$ cat src/rtl/uart_pkg.sv
//------------------------------------------------------------------------------
// uart_pkg -- shared definitions for the UART transmit framer.
//   state_t   : framer FSM states (PARITY exists only when UART_TX_PARITY_EN
//               is defined)
//   MIN_DIV   : smallest usable clocks-per-bit; smaller divisors are clamped
//   BIT_IDX_W : width of the bit_idx output
//------------------------------------------------------------------------------
`timescale 1ns/1ps
package uart_pkg;

  localparam int MIN_DIV   = 2;
  localparam int BIT_IDX_W = 4;

  typedef enum logic [2:0] {
    IDLE,
    START,
    DATA,
`ifdef UART_TX_PARITY_EN
    PARITY,
`endif
    STOP
  } state_t;

endpackage

$ cat src/rtl/uart_tx_framer_if.sv
//------------------------------------------------------------------------------
// uart_tx_framer_if -- payload handshake between a producer and the framer.
//   tx_data    : frame payload (DATA_W bits)
//   tx_valid   : payload offered by the producer
//   tx_ready   : framer can accept (driven by the framer)
//   parity_odd : 1 = odd, 0 = even parity; only with UART_TX_PARITY_EN
// Modports: master (producer side), slave (framer side).
//------------------------------------------------------------------------------
`timescale 1ns/1ps
interface uart_tx_framer_if #(
  parameter int DATA_W = 8
);

  logic [DATA_W-1:0] tx_data;
  logic              tx_valid;
  logic              tx_ready;

`ifdef UART_TX_PARITY_EN
  logic              parity_odd;

  modport master (output tx_data, output tx_valid, output parity_odd, input tx_ready);
  modport slave  (input tx_data, input tx_valid, input parity_odd, output tx_ready);
`else
  modport master (output tx_data, output tx_valid, input tx_ready);
  modport slave  (input tx_data, input tx_valid, output tx_ready);
`endif

endinterface

$ cat src/rtl/uart_baud_tick.sv
//------------------------------------------------------------------------------
// uart_baud_tick -- prescale counter for the UART framer.
//   clk      : clock, rising edge
//   rst      : asynchronous active-low reset
//   divisor  : clocks per bit (already clamped to >= 2 by the caller)
//   enable   : count while high; counter is held at 0 while low
//   bit_tick : one-cycle pulse when the count reaches divisor-1
//------------------------------------------------------------------------------
`timescale 1ns/1ps
module uart_baud_tick #(
  parameter int DIV_W = 16
) (
  input  logic             clk,
  input  logic             rst,
  input  logic [DIV_W-1:0] divisor,
  input  logic             enable,
  output logic             bit_tick
);

  logic [DIV_W-1:0] cnt_reg;

  assign bit_tick = enable && (cnt_reg == (divisor - DIV_W'(1)));

  // Wrapping on the tick keeps the pulse exactly one cycle wide and makes
  // every bit, including the first, last exactly 'divisor' cycles.
  always_ff @(posedge clk or negedge rst) begin
    if (!rst) begin
      cnt_reg <= '0;
    end else if (!enable || bit_tick) begin
      cnt_reg <= '0;
    end else begin
      cnt_reg <= cnt_reg + DIV_W'(1);
    end
  end

endmodule

$ cat src/rtl/uart_tx_framer.sv
//------------------------------------------------------------------------------
// uart_tx_framer -- serialises one payload per frame:
//   start (0), DATA_W data bits LSB first, optional parity, STOP_W stop bits (1).
// Optional feature macro: UART_TX_PARITY_EN (adds parity bit and parity_odd).
//   clk      : clock, rising edge
//   rst      : asynchronous active-low reset
//   baud_div : clocks per bit, latched on transfer (0 and 1 act as 2)
//   bus      : slave side of uart_tx_framer_if (tx_data/tx_valid/tx_ready
//              and parity_odd when enabled)
//   tx_out   : registered serial line, idle high
//   busy     : frame in progress
//   bit_idx  : index of the bit on the line (0 = start, 0 when idle)
//   done     : one-cycle pulse in the first idle cycle after a frame
//------------------------------------------------------------------------------
`timescale 1ns/1ps
module uart_tx_framer
  import uart_pkg::*;
#(
  parameter int DATA_W = 8,
  parameter int STOP_W = 1,
  parameter int DIV_W  = 16
) (
  input  logic                 clk,
  input  logic                 rst,
  input  logic [DIV_W-1:0]     baud_div,
  uart_tx_framer_if.slave      bus,
  output logic                 tx_out,
  output logic                 busy,
  output logic [BIT_IDX_W-1:0] bit_idx,
  output logic                 done
);

`ifdef UART_TX_PARITY_EN
  localparam int P = 1;
`else
  localparam int P = 0;
`endif

  localparam logic [BIT_IDX_W-1:0] LAST_DATA_IDX = BIT_IDX_W'(DATA_W);
  localparam logic [BIT_IDX_W-1:0] LAST_STOP_IDX = BIT_IDX_W'(DATA_W + P + STOP_W);
  localparam logic [DIV_W-1:0]     MIN_DIV_V     = DIV_W'(MIN_DIV);

  state_t            state_reg;
  logic [DATA_W-1:0] shift_reg;
  logic [DIV_W-1:0]  div_reg;
  logic              tx_ready_reg;
  logic              bit_tick;
`ifdef UART_TX_PARITY_EN
  logic              parity_reg;
`endif

  assign bus.tx_ready = tx_ready_reg;

  uart_baud_tick #(.DIV_W(DIV_W)) u_baud_tick (
    .clk      (clk),
    .rst      (rst),
    .divisor  (div_reg),
    .enable   (state_reg != IDLE),
    .bit_tick (bit_tick)
  );

  always_ff @(posedge clk or negedge rst) begin
    if (!rst) begin
      state_reg    <= IDLE;
      shift_reg    <= '0;
      div_reg      <= '0;
      tx_ready_reg <= 1'b1;
      tx_out       <= 1'b1;
      busy         <= 1'b0;
      bit_idx      <= '0;
      done         <= 1'b0;
`ifdef UART_TX_PARITY_EN
      parity_reg   <= 1'b0;
`endif
    end else begin
      done <= 1'b0;
      case (state_reg)
        IDLE: begin
          // tx_ready is high throughout IDLE, so tx_valid alone is a transfer.
          if (bus.tx_valid) begin
            state_reg    <= START;
            shift_reg    <= bus.tx_data;
            div_reg      <= (baud_div < MIN_DIV_V) ? MIN_DIV_V : baud_div;
            tx_ready_reg <= 1'b0;
            tx_out       <= 1'b0;
            busy         <= 1'b1;
            bit_idx      <= '0;
`ifdef UART_TX_PARITY_EN
            parity_reg   <= (^bus.tx_data) ^ bus.parity_odd;
`endif
          end
        end
        START: begin
          if (bit_tick) begin
            state_reg <= DATA;
            tx_out    <= shift_reg[0];
            shift_reg <= shift_reg >> 1;
            bit_idx   <= bit_idx + BIT_IDX_W'(1);
          end
        end
        DATA: begin
          if (bit_tick) begin
            bit_idx <= bit_idx + BIT_IDX_W'(1);
            if (bit_idx == LAST_DATA_IDX) begin
`ifdef UART_TX_PARITY_EN
              state_reg <= PARITY;
              tx_out    <= parity_reg;
`else
              state_reg <= STOP;
              tx_out    <= 1'b1;
`endif
            end else begin
              tx_out    <= shift_reg[0];
              shift_reg <= shift_reg >> 1;
            end
          end
        end
`ifdef UART_TX_PARITY_EN
        PARITY: begin
          if (bit_tick) begin
            state_reg <= STOP;
            tx_out    <= 1'b1;
            bit_idx   <= bit_idx + BIT_IDX_W'(1);
          end
        end
`endif
        STOP: begin
          if (bit_tick) begin
            if (bit_idx == LAST_STOP_IDX) begin
              // Frame complete: ready and done rise together in the first
              // idle cycle, so a held tx_valid starts the next frame at once.
              state_reg    <= IDLE;
              tx_ready_reg <= 1'b1;
              busy         <= 1'b0;
              done         <= 1'b1;
              bit_idx      <= '0;
            end else begin
              bit_idx <= bit_idx + BIT_IDX_W'(1);
            end
            tx_out <= 1'b1;
          end
        end
        default: begin
          state_reg <= IDLE;
        end
      endcase
    end
  end

endmodule

$ cat src/flat_wrapper.sv
// flat-port wrapper written by rule: the top's interface ports become plain ports
module uart_tx_framer_flat import uart_pkg::*;
#(
  parameter int DATA_W = 8,
  parameter int STOP_W = 1,
  parameter int DIV_W  = 16
)
  (clk, rst, baud_div, tx_out, busy, bit_idx, done, bus_tx_data, bus_tx_valid, bus_tx_ready);
  uart_tx_framer_if #(.DATA_W(DATA_W)) bus_i ();
  input  logic clk;
  input  logic rst;
  input  logic [DIV_W-1:0] baud_div;
  output logic tx_out;
  output logic busy;
  output logic [BIT_IDX_W-1:0] bit_idx;
  output logic done;
  input wire logic [$bits(bus_i.tx_data)-1:0] bus_tx_data;
  input wire logic [$bits(bus_i.tx_valid)-1:0] bus_tx_valid;
  output wire logic [$bits(bus_i.tx_ready)-1:0] bus_tx_ready;
  assign bus_i.tx_data = bus_tx_data;
  assign bus_i.tx_valid = bus_tx_valid;
  assign bus_tx_ready = bus_i.tx_ready;
  uart_tx_framer #(.DATA_W(DATA_W), .STOP_W(STOP_W), .DIV_W(DIV_W)) u_core (.clk(clk), .rst(rst), .baud_div(baud_div), .bus(bus_i), .tx_out(tx_out), .busy(busy), .bit_idx(bit_idx), .done(done));
endmodule
$ cat config.mk
export PLATFORM = sky130hd
export DESIGN_NAME = uart_tx_framer_flat
export DESIGN_NICKNAME = d
export VERILOG_FILES = /design/src/rtl/uart_pkg.sv /design/src/rtl/uart_tx_framer_if.sv /design/src/rtl/uart_baud_tick.sv /design/src/rtl/uart_tx_framer.sv /design/src/flat_wrapper.sv
export SDC_FILE = /design/constraint.sdc
export NUM_CORES = 1
export LEC_CHECK = 0
export ABC_AREA = 1
export ABC_CLOCK_PERIOD_IN_PS = 2190
export CORE_MARGIN = 10
export CORE_UTILIZATION = 26
export DETAILED_ROUTE_END_ITERATION = 12
export GPL_ROUTABILITY_DRIVEN = 1
export GPL_TIMING_DRIVEN = 0
export PLACE_DENSITY = 0.51
export SETUP_SLACK_MARGIN = 0.05
export SLEW_MARGIN = 10
export SYNTH_ARGS = -nofsm -noshare
export SYNTH_HDL_FRONTEND = slang
export SYNTH_SLANG_ARGS = --single-unit
$ cat constraint.sdc
create_clock -name clk -period 2.19 [get_ports clk]
set_clock_uncertainty 0.15 [all_clocks]
set_input_delay 0.3285 -clock clk [delete_from_list [all_inputs] [get_ports clk]]
set_output_delay 0.3285 -clock clk [all_outputs]
set_load 0.01 [all_outputs]
==> results by group <==
Yosys
  • Register area share after synthesis: 36.0%
  • Post-Syn Nets: 530
  • Cell variety after synth: 38
  • Mapped cell area: 3480 µm²
  • Syn Area/Cell: 7.04 µm²
  • Cells after synthesis: 494
  • Yosys reg bits: 50
  • Yosys warns: 0

Die
  • Die Ht: 136 µm
  • Core Region: 13200 µm²
  • Total die area: 18400 µm²
  • Die W: 136 µm
  • Ports: 35
  • Starting Density: 26.4%
  • Row count: 42

Clock tree
  • CTS tree: yes
  • CTS root buffer: clkbuf_16
  • Worst-path clk slew: 0.07 ns
  • TritonCTS buffer count: 5
  • Clock tree buffer depth: 2
  • Worst skew pair latency: 0.29 ns
  • # clock sinks: 50
  • H-tree Lvls: 2

Final layout
  • FILL cells: 1356
  • Layout cells sized above 1: 29.1%
  • Final std cells w/o fill: 740
  • Area of the multi-input gates: 2290 µm²
  • Cell area after layout: 4820 µm²
  • Nets: 600
  • Commonest non-fill, non-tap cell in the layout: nand2_1
  • N_diodes: 0
  • Most frequent cells in the layout: nand2_1, inv_1, dfrtp_1
  • Register area: 1260 µm²
  • Final core utilization: 36.5%
  • Layout Area Growth over Synthesis: 38.4%

Detailed routing
  • Iter 0 DRT Violations: 140
  • DR WL/cell: 13.6 µm
  • Post-route DRC: 0
  • Detailed Routing Iterations Pass 1: 5
  • DRT antenna net count: 0
  • Via density: 4.53
  • Vias: 3351
  • Routed WL: 10000 µm

Power
  • Reg power frac: 24.7%
  • Worst vdd ir: 0.000478 V
  • Clock Power Share: 14.1%
  • Pint: 3.45 mW
  • Leak Pwr: 2.21 nW
  • Switching share of power: 45.9%
  • Combinational share of power: 61.2%
  • Pwr dens: 1320 nW/µm²
  • Switching power: 2.93 mW
  • Total power: 6.37 mW

Status
  • Failing checks: negative setup slack
  • Status: finished with violations

Timing
  • Final hold viol count: 0
  • Final period utilization: 105%
  • Fmax: 0.434 GHz
  • Slew @ Worst Pin: 0.632 ns
  • Unrepaired setup endpoints after global routing: true
  • Max-slew violation total from the final report: 0
  • Crit path time final: 2.30 ns
  • Final worst-path setup slack: -0.114 ns
  • Final setup violation count: 27
  • Worst hold margin: 0.317 ns
  • Slew Limit Headroom: 57.5%

Global routing
  • Initial antenna violation count: 0
  • First-pass GRT wire length: 16500 µm
  • Met1 Use GR: 12.9%
  • Global Route met2 Usage: 19.6%
  • Vias in the first global route: 3474
  • GRT Max-Usage Layer: met2
  • Largest net degree at the start of global routing: 29
  • GRT Overall Usage: 11.0%
  • GRT Residual Overflow: 0
  • Met3 Use GR: 1.85%

Setup path
  • Crit Path Max Fanout: 6
  • Worst Reg2Reg Path Length in Cells: 15
  • Worst Path Buf+Inv: 3
  • Critical path's largest stage delay: 0.41 ns
  • Critical path class: reg2reg
  • Crit-path leading delay family: simple AND/OR/NAND/NOR gates
  • Crit path DAT: 2.33 ns
  • CP Cell Sequence: inv_2 > ha_4 > nand2_4 > nor2_4 > nand2_1 > nand3_2 > buf_4 > nand3_1 > nor3_2 > nand3_2 > nand2_2 > nand3_4 > buf_8 > nand2_2 > o21ai_2
  • Crit start category: flop
  • Worst path depth: 15
  • Slowest cell on the critical path: dfrtp_1
  • CP required: 2.22 ns
  • CP Capture Type: flop

Place
  • Routability cong.: 0.867
  • Post-DP HPWL: 7440 µm
  • PortBufs: 34
  • Dpl cell area: 4080 µm²
  • Inst Count DP: 705

Hold path
  • Min-Delay Path Depth: 2
  • Hold crit path type: reg2reg

Flow run
  • Max cap viols: 0
-- final timing paths --
| check | startpoint | end | slack (ns) |
|---|---|---|---|
| setup / recovery | u_core.div_reg[1] | u_core.shift_reg[6] | -0.11 |
| hold / removal | u_core.tx_out | u_core.tx_out | 0.32 |
| setup reg to reg | u_core.div_reg[1] | u_core.shift_reg[6] | -0.11 |
| hold reg to reg | u_core.tx_out | u_core.tx_out | 0.32 |
| max in group asynchronous | rst | u_core.u_baud_tick.cnt_reg[6] | 0.92 |
| min in group asynchronous | rst | u_core.bit_idx[2] | 0.41 |
-- kinds of logic (layout without fill, tap and decap cells) --
logic type | after synthesis | in the layout | share of synthesized area [%]
simple gates | 301 | 301 | 39.4
buf+inv | 65 | 135 | 7.34
flops | 50 | 50 | 36.0
mux | 7 | 7 | 2.01
xor+xnor | 15 | 15 | 3.99
fa+ha+maj | 9 | 9 | 3.24
compound gates | 47 | 47 | 7.98
-- tightest hold or removal path, cell delays in order, from the launching register on --
cell     delay (ns)
dfstp_2        0.37
nand2_1        0.06
nand2_1        0.04
-- what timing repair did --
action / CTS / global route
gates resized for setup: 68 / 31
endpoints found under the hold margin: 20 / 0
buffers inserted: 25 / 1
pin swaps: 28 / 23
endpoints found under the setup margin: 49 / 49
cloned: 2 / 0
hold buffers: 1 / 0
-- synth_stat cells, drive strengths merged --
cell type  count  share of area, %
a21o           1              0.22
a21oi         19               2.9
a22oi          1              0.22
and2           1              0.18
buf            3              0.65
clkbuf         5              0.54
clkinv         1              0.11
dfrtp         48                35
dfstp          2               1.5
ha             9               3.2
inv           56               6.0
mux2i          7               2.0
nand2        174                20
nand3         44               7.1
nand3b         2              0.43
nand4          3              0.54
nor2          59               7.7
nor3           7               1.2
nor3b          4              0.86
nor4           6               1.4
o21ai         26               4.6
or2            1              0.18
xnor2          6               1.5
xor2           9               2.5
-- area by class of cell --
class,instances,area share (%)
sequential,50,26.2
multi-input combinational,379,47.5
timing repair buffer,64,12.8
clock buffer,6,2.88
clock inverter,1,0.623
inverter,57,4.44
buffer,7,1.01
tap,176,4.57
-- metal layers --
metal  wire, µm  up-vias
li1           -     1709
met1       4500     1584
met2       5060       45
met3        288       13
met4        181        0
met5          0        -
-- power by group through the flow --
stage	Clock [mW]	Sequential, mW	Combinational, mW
floorplan	0	1.48	2.30
global placement	0	1.53	2.98
detailed placement	0	1.53	3.01
CTS	0.925	1.56	3.72
global route	0.952	1.62	4.34
finish	0.900	1.58	3.90
-- metrics by stage --
| step | worst slack (ns) | setup TNS [ns] |
|---|---|---|
| 6_report | -0.114 | -1.31 |
| 2_1_floorplan | 0.0647 | 0 |
| 5_1_grt | -0.278 | -7.74 |
| 4_1_cts | -0.0991 | -0.900 |
| 3_5_place_dp | -0.357 | -11.96 |
| 3_3_place_gp | -0.987 | -58.80 |
No activity file was read; power rests on OpenSTA's default activity.
